<file path="config.mk">
export PLATFORM = sky130hd
export DESIGN_NAME = hydration_timer_flat
export DESIGN_NICKNAME = d
export VERILOG_FILES = /design/src/rtl/hydration_timer_if.sv /design/src/rtl/hydration_timer.sv /design/src/flat_wrapper.sv
export SDC_FILE = /design/constraint.sdc
export NUM_CORES = 1
export LEC_CHECK = 0
export ABC_AREA = 1
export BUFFER_PORTS_ARGS = -buffer_cell sky130_fd_sc_hd__buf_2
export CAP_MARGIN = 20
export CORE_MARGIN = 10
export CORE_UTILIZATION = 60
export CTS_BUF_LIST = sky130_fd_sc_hd__clkbuf_4
export DETAILED_ROUTE_END_ITERATION = 7
export PLACE_DENSITY_LB_ADDON = 0.1
export SLEW_MARGIN = 10
export SYNTH_ARGS = -nofsm -noshare
export SYNTH_HDL_FRONTEND = slang
export SYNTH_SLANG_ARGS = --single-unit
</file>
<file path="constraint.sdc">
create_clock -name clk -period 2.55 [get_ports clk]
set_input_delay 0.51 -clock clk [delete_from_list [all_inputs] [get_ports clk]]
set_output_delay 0.51 -clock clk [all_outputs]
set_load 0.1 [all_outputs]
</file>
<file path="src/rtl/hydration_timer_if.sv">
// Signal bundle between the hydration timer and its consumer (VGA display block).
// The master drives the sensor inputs and interval select; the slave (timer) drives
// the level, countdown digits and alarm/empty/buzzer indications.
interface hydration_timer_if;
  logic [3:0] level_raw;
  logic [1:0] interval_sel;
  logic [2:0] level;
  logic [3:0] min_tens;
  logic [3:0] min_ones;
  logic [3:0] sec_tens;
  logic [3:0] sec_ones;
  logic       alarm;
  logic       empty;
  logic       buzzer;

  modport master (
    output level_raw,
    output interval_sel,
    input  level,
    input  min_tens,
    input  min_ones,
    input  sec_tens,
    input  sec_ones,
    input  alarm,
    input  empty,
    input  buzzer
  );

  modport slave (
    input  level_raw,
    input  interval_sel,
    output level,
    output min_tens,
    output min_ones,
    output sec_tens,
    output sec_ones,
    output alarm,
    output empty,
    output buzzer
  );
endinterface

</file>
<file path="src/rtl/hydration_timer.sv">
// Hydration timer: debounces four bottle-level sensors into a 0..4 fill level, runs a
// mm:ss BCD drink-reminder countdown and raises alarm/empty/buzzer indications.
// Optional feature macro: BUZZER_PULSE_EN -- when defined the buzzer beeps at 1 Hz
// (50% duty) instead of sounding continuously.
module hydration_timer #(
  parameter int unsigned CLK_HZ       = 50_000_000,
  parameter int unsigned DEBOUNCE_CYC = 500_000,
  parameter int unsigned BASE_SEC     = 900
) (
  input logic             clk,
  input logic             reset,
  hydration_timer_if.slave bus
);

  localparam int unsigned TickW = (CLK_HZ > 1) ? $clog2(CLK_HZ) : 1;
  localparam int unsigned DbW   = (DEBOUNCE_CYC > 1) ? $clog2(DEBOUNCE_CYC) : 1;

  // Seconds -> {min_tens, min_ones, sec_tens, sec_ones} in BCD.
  function automatic logic [15:0] to_mmss(input int unsigned secs);
    int unsigned m;
    int unsigned s;
    m = secs / 60;
    s = secs % 60;
    return {4'(m / 10), 4'(m % 10), 4'(s / 10), 4'(s % 10)};
  endfunction

  // One-second BCD decrement with borrow; 00:00 is sticky.
  function automatic logic [15:0] bcd_dec(input logic [15:0] d);
    logic [3:0] mt, mo, st, so;
    {mt, mo, st, so} = d;
    if (d != 16'h0000) begin
      if (so != 4'd0) begin
        so = so - 4'd1;
      end else begin
        so = 4'd9;
        if (st != 4'd0) begin
          st = st - 4'd1;
        end else begin
          st = 4'd5;
          if (mo != 4'd0) begin
            mo = mo - 4'd1;
          end else begin
            mo = 4'd9;
            mt = mt - 4'd1;
          end
        end
      end
    end
    return {mt, mo, st, so};
  endfunction

  localparam logic [15:0] Reload0 = to_mmss(1 * BASE_SEC);
  localparam logic [15:0] Reload1 = to_mmss(2 * BASE_SEC);
  localparam logic [15:0] Reload2 = to_mmss(3 * BASE_SEC);
  localparam logic [15:0] Reload3 = to_mmss(4 * BASE_SEC);

  typedef enum logic [1:0] {StRun, StAlarm, StEmpty} state_e;

  logic [3:0]     sync1_q, sync2_q, db_q;
  logic [DbW-1:0] db_cnt_q [4];
  logic [2:0]     level_d, level_q, level_prev_q;
  logic [1:0]     sel_q;
  logic [TickW-1:0] tick_cnt_q;
  logic           tick;
  logic [15:0]    reload_val;
  logic [15:0]    digits_d, digits_q;
  state_e         state_d, state_q;
  logic           reload;
  logic           drink;
  logic           sel_chg;
  logic           alarm;
  logic           empty;

  // Reload value for the currently selected interval.
  always_comb begin
    reload_val = Reload0;
    case (bus.interval_sel)
      2'd0:    reload_val = Reload0;
      2'd1:    reload_val = Reload1;
      2'd2:    reload_val = Reload2;
      default: reload_val = Reload3;
    endcase
  end

  // Two-flop synchroniser for the asynchronous sensor bits.
  always_ff @(posedge clk) begin
    if (reset) begin
      sync1_q <= '0;
      sync2_q <= '0;
    end else begin
      sync1_q <= bus.level_raw;
      sync2_q <= sync1_q;
    end
  end

  // Per-bit debounce: count while the synced bit disagrees with the accepted value;
  // any flip of the synced bit either restarts the count or ends the disagreement.
  always_ff @(posedge clk) begin
    if (reset) begin
      db_q <= '0;
      for (int i = 0; i < 4; i++) db_cnt_q[i] <= '0;
    end else begin
      for (int i = 0; i < 4; i++) begin
        if (sync2_q[i] == db_q[i]) begin
          db_cnt_q[i] <= '0;
        end else if (db_cnt_q[i] == DbW'(DEBOUNCE_CYC - 1)) begin
          db_q[i]     <= sync2_q[i];
          db_cnt_q[i] <= '0;
        end else begin
          db_cnt_q[i] <= db_cnt_q[i] + 1'b1;
        end
      end
    end
  end

  // Fill level is the plain popcount of the debounced bits.
  always_comb begin
    level_d = {2'b00, db_q[0]} + {2'b00, db_q[1]} + {2'b00, db_q[2]} + {2'b00, db_q[3]};
  end

  // Registered level, its previous value (for drink detection) and the interval select.
  always_ff @(posedge clk) begin
    if (reset) begin
      level_q      <= '0;
      level_prev_q <= '0;
      sel_q        <= bus.interval_sel;
    end else begin
      level_q      <= level_d;
      level_prev_q <= level_q;
      sel_q        <= bus.interval_sel;
    end
  end

  assign tick = (tick_cnt_q == TickW'(CLK_HZ - 1));

  // One-second tick counter; restarts with every reload so a fresh interval is full length.
  always_ff @(posedge clk) begin
    if (reset || reload || tick) begin
      tick_cnt_q <= '0;
    end else begin
      tick_cnt_q <= tick_cnt_q + 1'b1;
    end
  end

  // Next-state and countdown logic; priority is empty > drink/select change > expiry > tick.
  always_comb begin
    state_d  = state_q;
    digits_d = digits_q;
    reload   = 1'b0;
    drink    = (level_q < level_prev_q);
    sel_chg  = (sel_q != bus.interval_sel);
    case (state_q)
      StRun: begin
        if (level_q == 3'd0) begin
          state_d = StEmpty;
        end else if (drink || sel_chg) begin
          reload = 1'b1;
        end else if (tick) begin
          if (digits_q == 16'h0000) state_d = StAlarm;
          else digits_d = bcd_dec(digits_q);
        end
      end
      StAlarm: begin
        if (level_q == 3'd0) begin
          state_d = StEmpty;
        end else if (drink) begin
          state_d = StRun;
          reload  = 1'b1;
        end
      end
      StEmpty: begin
        if (level_q != 3'd0) begin
          state_d = StRun;
          reload  = 1'b1;
        end
      end
      default: begin
        state_d = StRun;
        reload  = 1'b1;
      end
    endcase
    if (reload) digits_d = reload_val;
  end

  // State and digit registers; reset loads the interval currently selected.
  always_ff @(posedge clk) begin
    if (reset) begin
      state_q  <= StRun;
      digits_q <= reload_val;
    end else begin
      state_q  <= state_d;
      digits_q <= digits_d;
    end
  end

  assign alarm = (state_q == StAlarm);
  assign empty = (state_q == StEmpty);

`ifdef BUZZER_PULSE_EN
  localparam int unsigned HalfCyc = (CLK_HZ / 2 > 0) ? CLK_HZ / 2 : 1;
  localparam int unsigned HalfW   = (HalfCyc > 1) ? $clog2(HalfCyc) : 1;

  logic [HalfW-1:0] half_cnt_q;
  logic             phase_q;

  // Free-running half-second phase that gates the buzzer into a 1 Hz beep.
  always_ff @(posedge clk) begin
    if (reset) begin
      half_cnt_q <= '0;
      phase_q    <= 1'b0;
    end else if (half_cnt_q == HalfW'(HalfCyc - 1)) begin
      half_cnt_q <= '0;
      phase_q    <= ~phase_q;
    end else begin
      half_cnt_q <= half_cnt_q + 1'b1;
    end
  end

  assign bus.buzzer = (alarm | empty) & phase_q;
`else
  assign bus.buzzer = alarm | empty;
`endif

  assign bus.level    = level_q;
  assign bus.min_tens = digits_q[15:12];
  assign bus.min_ones = digits_q[11:8];
  assign bus.sec_tens = digits_q[7:4];
  assign bus.sec_ones = digits_q[3:0];
  assign bus.alarm    = alarm;
  assign bus.empty    = empty;

endmodule
</file>
<file path="src/flat_wrapper.sv">
// flat-port wrapper written by rule: the top's interface ports become plain ports
module hydration_timer_flat 
#(
  parameter int unsigned CLK_HZ       = 50_000_000,
  parameter int unsigned DEBOUNCE_CYC = 500_000,
  parameter int unsigned BASE_SEC     = 900
)
  (clk, reset, bus_level_raw, bus_interval_sel, bus_level, bus_min_tens, bus_min_ones, bus_sec_tens, bus_sec_ones, bus_alarm, bus_empty, bus_buzzer);
  hydration_timer_if bus_i ();
  input logic clk;
  input logic reset;
  input wire logic [$bits(bus_i.level_raw)-1:0] bus_level_raw;
  input wire logic [$bits(bus_i.interval_sel)-1:0] bus_interval_sel;
  output wire logic [$bits(bus_i.level)-1:0] bus_level;
  output wire logic [$bits(bus_i.min_tens)-1:0] bus_min_tens;
  output wire logic [$bits(bus_i.min_ones)-1:0] bus_min_ones;
  output wire logic [$bits(bus_i.sec_tens)-1:0] bus_sec_tens;
  output wire logic [$bits(bus_i.sec_ones)-1:0] bus_sec_ones;
  output wire logic [$bits(bus_i.alarm)-1:0] bus_alarm;
  output wire logic [$bits(bus_i.empty)-1:0] bus_empty;
  output wire logic [$bits(bus_i.buzzer)-1:0] bus_buzzer;
  assign bus_i.level_raw = bus_level_raw;
  assign bus_i.interval_sel = bus_interval_sel;
  assign bus_level = bus_i.level;
  assign bus_min_tens = bus_i.min_tens;
  assign bus_min_ones = bus_i.min_ones;
  assign bus_sec_tens = bus_i.sec_tens;
  assign bus_sec_ones = bus_i.sec_ones;
  assign bus_alarm = bus_i.alarm;
  assign bus_empty = bus_i.empty;
  assign bus_buzzer = bus_i.buzzer;
  hydration_timer #(.CLK_HZ(CLK_HZ), .DEBOUNCE_CYC(DEBOUNCE_CYC), .BASE_SEC(BASE_SEC)) u_core (.clk(clk), .reset(reset), .bus(bus_i));
endmodule
</file>
# == Yosys cells after proc, flatten, opt, wreduce, memory -nomap -nowiden ==
# Memory sizes are Yosys's and may differ from the RTL's.
# Cells that the tools add are included.
# totals
n_memories,1
elab_cells,188
out_inout_bits,22
register_bits,64
ramBits,76
inputBits,8
# classes
mux,93
reduce_logical,24
bitwise_logic,17
addsub,12
eq_ne,25
n_lt_le_gt_ge,1
# memory_table
name,words,word_bits,read_ports,rd_ports_with_merged_regs,wr,line,source
u_core.db_cnt_q,4,19,4,0,4,hydration_timer.sv:60,logic [DbW-1:0] db_cnt_q [4];
# ops
op,count
19-bit 2-to-1 mux,12
16-bit 2-to-1 mux,7
19-bit by 1-bit adder with 19-bit output (second input constant),4
19-bit equality test (second input constant),4
4-bit 2-to-1 mux,13
1-bit 2-to-1 mux,51
15-bit one-hot mux with 3 select lines,1
26-bit by 1-bit adder with 26-bit output (second input constant),1
26-bit equality test (second input constant),1
3-bit by 2-bit inequality test with 1-bit output (second input constant),8
16-bit zero test,1
16-bit nonzero test,1
4-bit by 1-bit subtractor with 4-bit output (second input constant),4
2-bit 2-to-1 mux,7
1-bit bitwise OR,13
3-bit nonzero test,4
4-bit nonzero test,3
9-bit AND reduction,1
2-bit AND reduction,4
8-bit AND reduction,1
7-bit AND reduction,1
3-bit by 1-bit adder with 3-bit output,2
3-bit by 1-bit inequality test with 1-bit output (second input constant),2
2-bit one-hot mux with 3 select lines,1
14 further kinds,25

# == Logic depth before layout (Yosys ltp) ==
# Gate-level depths: netlist of run 1.
# logic_depth
ltp_word,12
ltp_mapped,13
depth_no_buf,13

# == Least setup slack after synthesis of run 1 ==
# OpenSTA, ideal clock, no wires.
# synth_timing
kind,register -> register
startpoint,"reg u_core.level_q[2], in the netlist u_core.bus.level[2]"
endpoint,reg u_core.digits_q[12] (enable)
n_path_buf,0
stages_incl_launch_ff,11
synth_period_minus_slack_ns,2.781
path_slack_ns,-0.231
required_time_ns,2.221
setup_ns,0.329
arrival_time_ns,2.451
path_cell_list,dfxtp_1 ha_1 a21oi_1 nand3_1 nand2_1 nand2_1 nand3_4 clkinv_2 nand2_1 nand2_1 nor2_1
# synth_via
elab_chain_cells,7
# synth_rtl
item,line,source
from (decl),hydration_timer.sv:61,"logic [2:0] level_d, level_q, level_prev_q;"
from (signal assigned),hydration_timer.sv:128,level_q <= level_d;
3-bit less-than comparator,hydration_timer.sv:150,drink = (level_q < level_prev_q);
1-bit logical OR,hydration_timer.sv:156,end else if (drink || sel_chg) begin
1-bit 2-to-1 mux,hydration_timer.sv:156,
1-bit 2-to-1 mux,hydration_timer.sv:154,if (level_q == 3'd0) begin
1-bit one-hot mux with 3 select lines,hydration_timer.sv:152,case (state_q)
3-bit by 2-bit inequality test with 1-bit output (no source line) or 3-bit nonzero test (tied branches),n/a,
9-bit AND reduction (no source line) (*),n/a,
to (signal assigned),hydration_timer.sv:189,digits_q <= reload_val;
to (signal assigned),hydration_timer.sv:192,digits_q <= digits_d;
to (decl),hydration_timer.sv:66,"logic [15:0] digits_d, digits_q;"
# Every way passes the cells marked *; elsewhere a longest branch is shown, timed or not.
# A chain may end at the register's enable or synchronous reset.

# == Worst setup path in the final report of run 1 ==
# layout_timing
startpoint,reg u_core.state_q[1]
endpoint,out bus_buzzer
# layout_via
elab_chain_cells,2
# layout_rtl
item,line,source
from (decl),hydration_timer.sv:67,"state_e state_d, state_q;"
from (signal assigned),hydration_timer.sv:188,state_q <= StRun;
from (signal assigned),hydration_timer.sv:191,state_q <= state_d;
2-bit by 1-bit equality test with 1-bit output or 2-bit equality test (tied branches),"hydration_timer.sv:196, hydration_timer.sv:197",
1-bit bitwise OR (*),hydration_timer.sv:221,assign bus.buzzer = alarm | empty;
to (decl),flat_wrapper.sv:21,output wire logic [$bits(bus_i.buzzer)-1:0] bus_buzzer;
# Marks and branches as above.

==> impl_metrics.csv, run 1 <==
group,metric,value,unit
logic_synthesis,yosysWarnings,0,
die,ios,30,
power_and_ir_drop,p_clk_share,30.8,%
layout,synthToLayoutAreaGrowth,11.19,%
die,core-area,13140,um^2
power_and_ir_drop,p_per_area,573.4,nW/um^2
layout,final_common_cell,"nand2_1",
sta,grt_setup_unrepaired,"false",
layout,final_cell_mix,"170 x nand2_1, 163 x inv_1, 159 x nor2_1, 92 x edfxtp_1, 76 x conb_1",
placement,place_area,8568,um^2
logic_synthesis,yosysUniqueCellTypes,46,
logic_synthesis,synth-edff-count,92,
detailed_routing,avgViaCountPerCell,4.928,
global_route,globalRoute.totalOverflow,0,
clock_network,h-tree-depth,4,
detailed_routing,dr.pass1.iters,7,
sta,worstMarginPinSlew,0.6101,ns
power_and_ir_drop,max-vdd-ir-drop,324.0,uV
clock_network,insertion_delay,0.54,ns
power_and_ir_drop,p_int,3527,uW
die,die_y,135.3,um
layout,nNetsFinal,1120,
die,die_area,18320,um^2
detailed_routing,antenna_left,0,
placement,hpwl,11380,um
sta,fin_skew,0.008309,ns
critical_path,critPathKind,"reg -> out",
sta,finalHoldViolations,0,
logic_synthesis,async_flop_share,0,%
sta,fin_setup_tns,0,ns
sta,fin_crit_sh,88.67,%
power_and_ir_drop,total_power,5088,uW
detailed_routing,wl,14670,um
status,status,"finished clean",
clock_network,postCtsHoldBufs,0,
sta,period_needed,2.261,ns
detailed_routing,drc,0,
flow_run,drv.max_cap_violation_count,0,
power_and_ir_drop,p_leak,0.003763,uW
power_and_ir_drop,comb_power_share,17.4,%
power_and_ir_drop,p_seq_share,51.8,%
critical_path,critPathCaptureType,"primary output",
sta,finalSetupViolations,0,
logic_synthesis,ys_seq_elements,140,
clock_network,cts_setup_buffers,0,
global_route,grt_max_degree,27,
clock_network,cts_buffers,17,
clock_network,ctsRootBufferMaster,"clkbuf_4",
global_route,grt.total_usage,16.54,%
clock_network,cts_resized,0,
detailed_routing,drt-initial-drc-count,460,
detailed_routing,wl_per_cell,11.44,um
sta,max_slew_margin,59.21,%
critical_path,start_kind,"flip-flop",
clock_network,cts_tree,"done",
logic_synthesis,netlist_instances,980,
global_route,grt_pass1_vias,5803,
power_and_ir_drop,switching_share,30.68,%
die,die_w,135.3,um
critical_path,critical_path.max_fanout,4,
worst_hold_path,hp-start,"bus_interval_sel[0]",
layout,stdcell_area,8875,um^2
critical_path,crit_path_start,"u_core.state_q[1]",
sta,setup_slack,0.2889,ns
critical_path,crit_required,2.04,ns
logic_synthesis,synth.avg_cell_area,8.144,um^2
layout,drive_above_1_share,12.21,%
global_route,grt_pass1_wl,25110,um
layout,n_fill_cell,1135,
die,initial_core_util,60.75,%
clock_network,cts.sink_count,140,
worst_hold_path,min_path_type,"in -> reg",
sta,drv_slew,0,
clock_network,cts_buffer_depth,2,
power_and_ir_drop,p_sw,1561,uW
global_route,antenna_found_initial,0,
critical_path,reg2reg_from,"u_core.bus.level[2]",
sta,clock.fmax,442.3,MHz
critical_path,critPathArrivalTime,1.75,ns
placement,io_buffers,29,
die,num_rows,42,
detailed_routing,vias,6318,
placement,gp_congestion,0.8804,
placement,dpl_worst_slack,0.3729,ns
logic_synthesis,netlist_area,7981,um^2
clock_network,path_clk_slew,0.11,ns
logic_synthesis,synth_flop_cell,"edfxtp_1",
layout,num_antenna_cells,0,
logic_synthesis,synth-seq-area-share,46.65,%
logic make-up after synthesis:
kind of cell / Yosys count / synth area share [%]
buf+inv: 179 / 8.841
other cells: 1 / 0.04698
simple gates: 528 / 32.01
compound gates: 78 / 5.534
fa+ha+maj: 19 / 3.073
xor+xnor: 35 / 3.841
flops: 140 / 46.65
sequential cells by signal, indices dropped and copies added, names as in the netlist:
signal,count
u_core.sync2_q,4
u_core.sync1_q,4
u_core.bus.level,3
u_core.db_cnt_q,76
u_core.state_q,2
u_core.db_q,4
u_core.sel_q,2
u_core.level_prev_q,3
u_core.digits_q,16
u_core.tick_cnt_q,26
synthesized netlist by cell type (9+ instances only):
library cell | count | area, um^2
a21oi_1 | 41 | 205.2
nand2_1 | 170 | 638.1
nand3_2 | 9 | 90.09
xor2_1 | 24 | 210.2
o21ai_0 | 20 | 100.1
a21oi_2 | 9 | 78.83
ha_1 | 18 | 225.2
inv_1 | 163 | 611.8
xnor2_1 | 11 | 96.34
nor2_1 | 159 | 596.8
edfxtp_1 | 92 | 2763
nor3_1 | 43 | 215.2
dfxtp_1 | 48 | 960.9
nand3_1 | 47 | 235.2
nand4_1 | 32 | 200.2
stage by stage:
step           hold WS [ns]  std cells  utilization (%)
2_1_floorplan        0.3883       1055                -
3_3_place_gp         0.3923       1250            65.22
3_5_place_dp         0.3959       1250            65.22
4_1_cts             0.08680       1282            67.55
5_1_grt             0.08263       1282            67.55
6_report             0.1299       1282            67.55
power by group through the flow:
stage	Clock [uW]	Sequential (uW)	Combinational, uW
after floorplan	0	2870	561
after global placement	0	2680	882
after detailed placement	0	2690	889
after CTS	1600	2640	892
after global routing	1700	2650	964
final	1570	2640	886
per-layer routing:
metal | GRT usage, % | routed length [um]
met2 | 26.40 | 6634
met1 | 21.44 | 7102
met5 | 0 | 0
met4 | 5.024 | 187
met3 | 4.525 | 742
worst paths after layout:
| path | end | slack (ns) | depth (start not counted) |
|---|---|---|---|
| max | bus_buzzer | 0.29 | 3 |
| min | u_core.sel_q[0] | 0.13 | 1 |
| max reg2reg | u_core.digits_q[12] | 0.35 | 10 |
| min reg2reg | u_core.sync2_q[0] | 0.41 | 2 |
worst max-delay path, stage by stage, from the launching register on:
cell and delay (ns):
dfxtp_1 0.39, inv_1 0.09, ha_1 0.30, buf_2 0.43
cell type report:
cell class,instances,area (um^2),area share (%)
inverter,167,628.1,7.077
clock inverter,11,148.9,1.678
multi-input combinational,736,3834,43.20
timing repair buffer,31,160.2,1.805
sequential,140,3726,41.99
clock buffer,21,157.7,1.776
tap,176,220.2,2.481
No activity file was read; power rests on OpenSTA's default activity.
==> inputs of run 2 (changes only) <==
- clock period: 2.55 -> 2.8 ns (I/O delays scaled with it)
==> run 2 against run 1 <==
  * Sequential power down 9.1%
  * Design area up 0.61%
  * Critical endpoint is now u_core.digits_q[15]
  * Non-clock buffer count down 1
==> impl_metrics.csv, run 2 (synthesized netlist as in run 1, its figures left out) <==
group,metric,value,unit
status,status,"finished clean",
clock_network,cts_setup_buffers,0,
sta,period_needed,2.432,ns
detailed_routing,drt-initial-drc-count,385,
sta,clock.fmax,411.1,MHz
global_route,grtUsageMet3,4.562,%
critical_path,cp_slowest_cell,"dfxtp_1",
power_and_ir_drop,p_per_area,544.7,nW/um^2
sta,worstMarginPinSlew,0.6144,ns
global_route,grt_pass1_vias,5831,
sta,fin_crit_sh,86.87,%
worst_hold_path,min_path_type,"in -> reg",
global_route,grtUsageMet2,26.80,%
clock_network,cts_buffers,17,
critical_path,critical_path.max_fanout,18,
power_and_ir_drop,p_sw,1497,uW
clock_network,cts_resized,0,
sta,finalSetupViolations,0,
clock_network,path_clk_slew,0.12,ns
detailed_routing,dr.pass1.iters,5,
detailed_routing,antenna_left,0,
clock_network,insertion_delay,0.55,ns
power_and_ir_drop,p_clk_share,34.1,%
clock_network,postCtsHoldBufs,0,
global_route,grt.total_usage,17.23,%
critical_path,critPathKind,"reg -> reg",
layout,top_register,"u_core.db_cnt_q",
sta,max_slew_margin,58.92,%
critical_path,critical_path.max_stage_delay,0.35,ns
power_and_ir_drop,p_int,3366,uW
sta,finalHoldViolations,0,
power_and_ir_drop,switching_share,30.79,%
placement,io_buffers,29,
sta,drv_slew,0,
power_and_ir_drop,p_seq_share,49.4,%
power_and_ir_drop,total_power,4863,uW
layout,seq_area,3724,um^2
sta,fin_setup_tns,0,ns
layout,num_antenna_cells,0,
die,die_y,135.3,um
die,die_w,135.3,um
critical_path,critPathCaptureType,"flip-flop",
sta,grt_setup_unrepaired,"false",
placement,hpwl,11190,um
clock_network,ctsRootBufferMaster,"clkbuf_4",
die,num_rows,42,
power_and_ir_drop,p_leak,0.003773,uW
clock_network,cts_buffer_depth,2,
power_and_ir_drop,max-vdd-ir-drop,418.8,uV
global_route,top_usage_layer,"met2",
layout,top_regs,"u_core.db_cnt_q x76, u_core.tick_cnt_q x26, u_core.digits_q x16",
detailed_routing,wl_per_cell,11.68,um
detailed_routing,vias,6372,
die,ios,30,
critical_path,crit_top_cell,"nand2_1",
sta,fin_hold_ws,0.1624,ns
global_route,met1_usage,22.79,%
global_route,grt_pass1_wl,26110,um
global_route,grt_max_degree,27,
sta,fin_skew,0.01484,ns
layout,final_cell_mix,"170 x nand2_1, 163 x inv_1, 159 x nor2_1, 92 x edfxtp_1, 76 x conb_1",
layout,synthToLayoutAreaGrowth,11.87,%
layout,drive_above_1_share,11.86,%
critical_path,cp_cell_sequence,"ha_1 -> a21oi_1 -> nand2_1 -> nand2_1 -> nand2_2 -> nand3_4 -> clkinv_2 -> nand2_1 -> nand2_1 -> nor2_1",
placement,gp_congestion,0.8879,
clock_network,h-tree-depth,4,
clock_network,cts.sink_count,140,
global_route,antenna_found_initial,0,
clock_network,cts_tree,"done",
die,die_area,18320,um^2
critical_path,crit_required,3.03,ns
flow_run,drv.max_cap_violation_count,0,
global_route,globalRoute.totalOverflow,0,
die,core-area,13140,um^2
layout,final_common_cell,"nand2_1",
critical_path,critPathArrivalTime,2.66,ns
die,initial_core_util,60.75,%
critical_path,start_kind,"flip-flop",
power_and_ir_drop,comb_power_share,16.6,%
layout,largest_reg_flops,76,
layout,nNetsFinal,1119,
layout,multiInputGateArea,3834,um^2
detailed_routing,avgViaCountPerCell,4.974,
detailed_routing,drc,0,
detailed_routing,wl,14960,um
layout,n_fill_cell,1144,
[run 2: power groups by stage]
stage	sequential, uW	clock [uW]	combinational (uW)
final	2400	1660	805
after CTS	2400	1690	810
after global placement	2440	0	801
after global routing	2420	1780	877
after detailed placement	2450	0	804
after floorplan	2620	0	511
[run 2: critical path, delay by kind of cell (launching register included)]
| family | cells | cell delay [ns] |
|---|---|---|
| compound gates | 1 | 0.23 |
| simple gates | 7 | 1.09 |
| fa+ha+maj | 1 | 0.33 |
| buf+inv | 1 | 0.12 |
| flops | 1 | 0.35 |
[run 2: area by class of cell]
cell class / instances / share of cell area, %
Tap cell: 176 / 2.466
Multi-Input combinational cell: 736 / 42.94
Sequential cell: 140 / 41.70
Clock buffer: 17 / 1.429
Clock inverter: 15 / 2.719
Inverter: 167 / 7.035
Timing Repair Buffer: 30 / 1.710
[run 2: worst paths after layout]
path | to | slack, ns | start | depth (start not counted)
setup reg to reg | u_core.digits_q[15] | 0.37 | u_core.bus.level[2] | 10
setup / recovery | u_core.digits_q[15] | 0.37 | u_core.bus.level[2] | 10
hold reg to reg | u_core.sync2_q[1] | 0.41 | u_core.sync1_q[1] | 2
hold / removal | u_core.sel_q[1] | 0.16 | bus_interval_sel[1] | 1
[run 2: per-layer routing]
layer	wire, um	up-vias
met5	0	-
met4	227	0
li1	-	3354
met2	6804	102
met1	7274	2896
met3	653	20
[run 2: metrics by stage]
step | cells | utilization, % | area (um^2) | setup slack, ns
finish | 1281 | 67.96 | 8929 | 0.3676
global route | 1281 | 67.96 | 8929 | 0.1318
CTS | 1281 | 67.96 | 8929 | 0.3459
detailed placement | 1249 | 65.14 | 8558 | 0.3621
global placement | 1249 | 65.14 | 8558 | 0.4977
floorplan | 1055 | - | 8263 | 0.01939
==> inputs of run 3 (changes only) <==
- CORE_UTILIZATION: 60 -> 37
- GPL_TIMING_DRIVEN: unset -> 0
==> run 3 against run 2 <==
  * First-iteration DRC count decreased by 25%
  * Utilization down 25 points
  * Sequential share of layout area shrank 0.35 points
  * Critical endpoint is now u_core.digits_q[12]
  * Sequential power hardly changed
==> impl_metrics.csv, run 3 (synthesized netlist as in run 1, its figures left out) <==
group,metric,value,unit
status,status,"finished clean",
worst_hold_path,min_path_type,"in -> reg",
die,ios,30,
critical_path,critPathKind,"reg -> reg",
layout,final_cells,1392,
die,die_y,166.9,um
die,num_rows,53,
clock_network,insertion_delay,0.54,ns
power_and_ir_drop,p_seq_share,54.0,%
clock_network,cts_setup_buffers,0,
sta,fin_setup_tns,0,ns
sta,grt_setup_unrepaired,"false",
placement,dpl_worst_slack,0.3514,ns
power_and_ir_drop,p_sw,1429,uW
placement,dp.cells,1359,
critical_path,rrSetupSlack,0.41,ns
layout,top_register,"u_core.db_cnt_q",
sta,max_slew_margin,64.76,%
detailed_routing,wl_per_cell,11.65,um
placement,hpwl,12520,um
detailed_routing,avgViaCountPerCell,4.549,
sta,worstMarginPinSlew,0.5323,ns
global_route,grt_pass1_wl,28110,um
die,die_area,27850,um^2
sta,fin_skew,0.01673,ns
placement,gp_congestion,0.8379,
layout,final_common_cell,"nand2_1",
layout,largest_reg_flops,76,
sta,finalSetupViolations,0,
critical_path,crit_required,3.01,ns
clock_network,cts_buffers,17,
global_route,grt_pass1_vias,6131,
global_route,grtUsageMet2,18.70,%
global_route,globalRoute.totalOverflow,0,
layout,drive_above_1_share,12.47,%
sta,fin_hold_ws,0.1846,ns
critical_path,critPathCaptureType,"flip-flop",
sta,drv_slew,0,
clock_network,cts_tree,"done",
detailed_routing,wl,16220,um
sta,finalHoldViolations,0,
global_route,top_usage_layer,"met2",
global_route,grt.total_usage,11.96,%
power_and_ir_drop,p_int,3015,uW
sta,setup_slack,0.4055,ns
critical_path,critical_path.max_fanout,9,
layout,top_regs,"u_core.db_cnt_q x76, u_core.tick_cnt_q x26, u_core.digits_q x16",
power_and_ir_drop,max-vdd-ir-drop,289.1,uV
detailed_routing,vias,6332,
global_route,met1_usage,15.59,%
die,initial_core_util,37.73,%
global_route,antenna_found_initial,2,
global_route,grt_max_degree,17,
die,core-area,21150,um^2
detailed_routing,dr.pass1.iters,4,
power_and_ir_drop,p_leak,0.003763,uW
layout,synthToLayoutAreaGrowth,12.81,%
clock_network,cts.sink_count,140,
power_and_ir_drop,comb_power_share,18.5,%
detailed_routing,drt-initial-drc-count,287,
placement,place_area,8752,um^2
critical_path,critPathArrivalTime,2.60,ns
die,die_w,166.9,um
detailed_routing,drc,0,
sta,fin_crit_sh,85.52,%
clock_network,path_clk_slew,0.12,ns
power_and_ir_drop,p_clk_share,27.5,%
clock_network,cts_buffer_depth,2,
power_and_ir_drop,p_per_area,493.5,nW/um^2
layout,nNetsFinal,1130,
global_route,grtUsageMet3,3.224,%
clock_network,ctsRootBufferMaster,"clkbuf_4",
placement,io_buffers,29,
sta,clock.fmax,417.6,MHz
sta,period_needed,2.394,ns
flow_run,drv.max_cap_violation_count,0,
clock_network,h-tree-depth,4,
layout,stdcell_area,9004,um^2
clock_network,postCtsHoldBufs,0,
clock_network,cts_resized,0,
power_and_ir_drop,switching_share,32.15,%
critical_path,start_kind,"flip-flop",
layout,final_cell_mix,"170 x nand2_1, 163 x inv_1, 159 x nor2_1, 92 x edfxtp_1, 76 x conb_1",
detailed_routing,antenna_left,0,
==> run 3: final timing paths <==
kind	start	endpoint	depth (start not counted)
worst min register to register	u_core.sync1_q[3]	u_core.sync2_q[3]	2
worst min-delay path	bus_interval_sel[0]	u_core.sel_q[0]	1
worst max register to register	u_core.bus.level[2]	u_core.digits_q[12]	10
worst max-delay path	u_core.bus.level[2]	u_core.digits_q[12]	10
==> run 3: routing by layer <==
layer / vias to the layer above / wire, um
li1: 3376 / -
met1: 2849 / 8299
met2: 89 / 7087
met3: 18 / 608
met4: 0 / 221
met5: - / 0
==> run 3: cell type report <==
class                   instances  area [um^2]
diodes                          2        5.005
plain buffers                  12        77.57
clock buffers                  27        202.7
clock inverters                 4        43.79
fillers                      2206        12150
inverters                     167        628.1
multi-input cells             736         3834
flip-flops and latches        140         3724
well taps                     275        344.1
repair buffers                 29        145.1
==> run 3: through the flow <==
step,utilization (%),total power [uW]
final,42.56,4443
after global routing,42.56,4703
after CTS,42.54,4534
after detailed placement,41.37,3278
after global placement,41.37,3277
after floorplan,-,3127
==> run 3: worst max-delay path: stages (launching register included) <==
cell	delay (ns)
dfxtp_1	0.34
ha_1	0.31
a21oi_1	0.25
nand2_1	0.08
nand2_1	0.12
nand2_2	0.08
nand3_4	0.14
clkinv_2	0.11
nand2_1	0.19
nand2_1	0.14
nor2_1	0.32
==> run 3: power groups by stage <==
stage                     Combinational, uW  Sequential [uW]  Clock, uW
final                                   821             2400       1220
after global routing                    904             2420       1380
after CTS                               832             2400       1300
after detailed placement                830             2450          0
after global placement                  830             2450          0
after floorplan                         511             2620          0
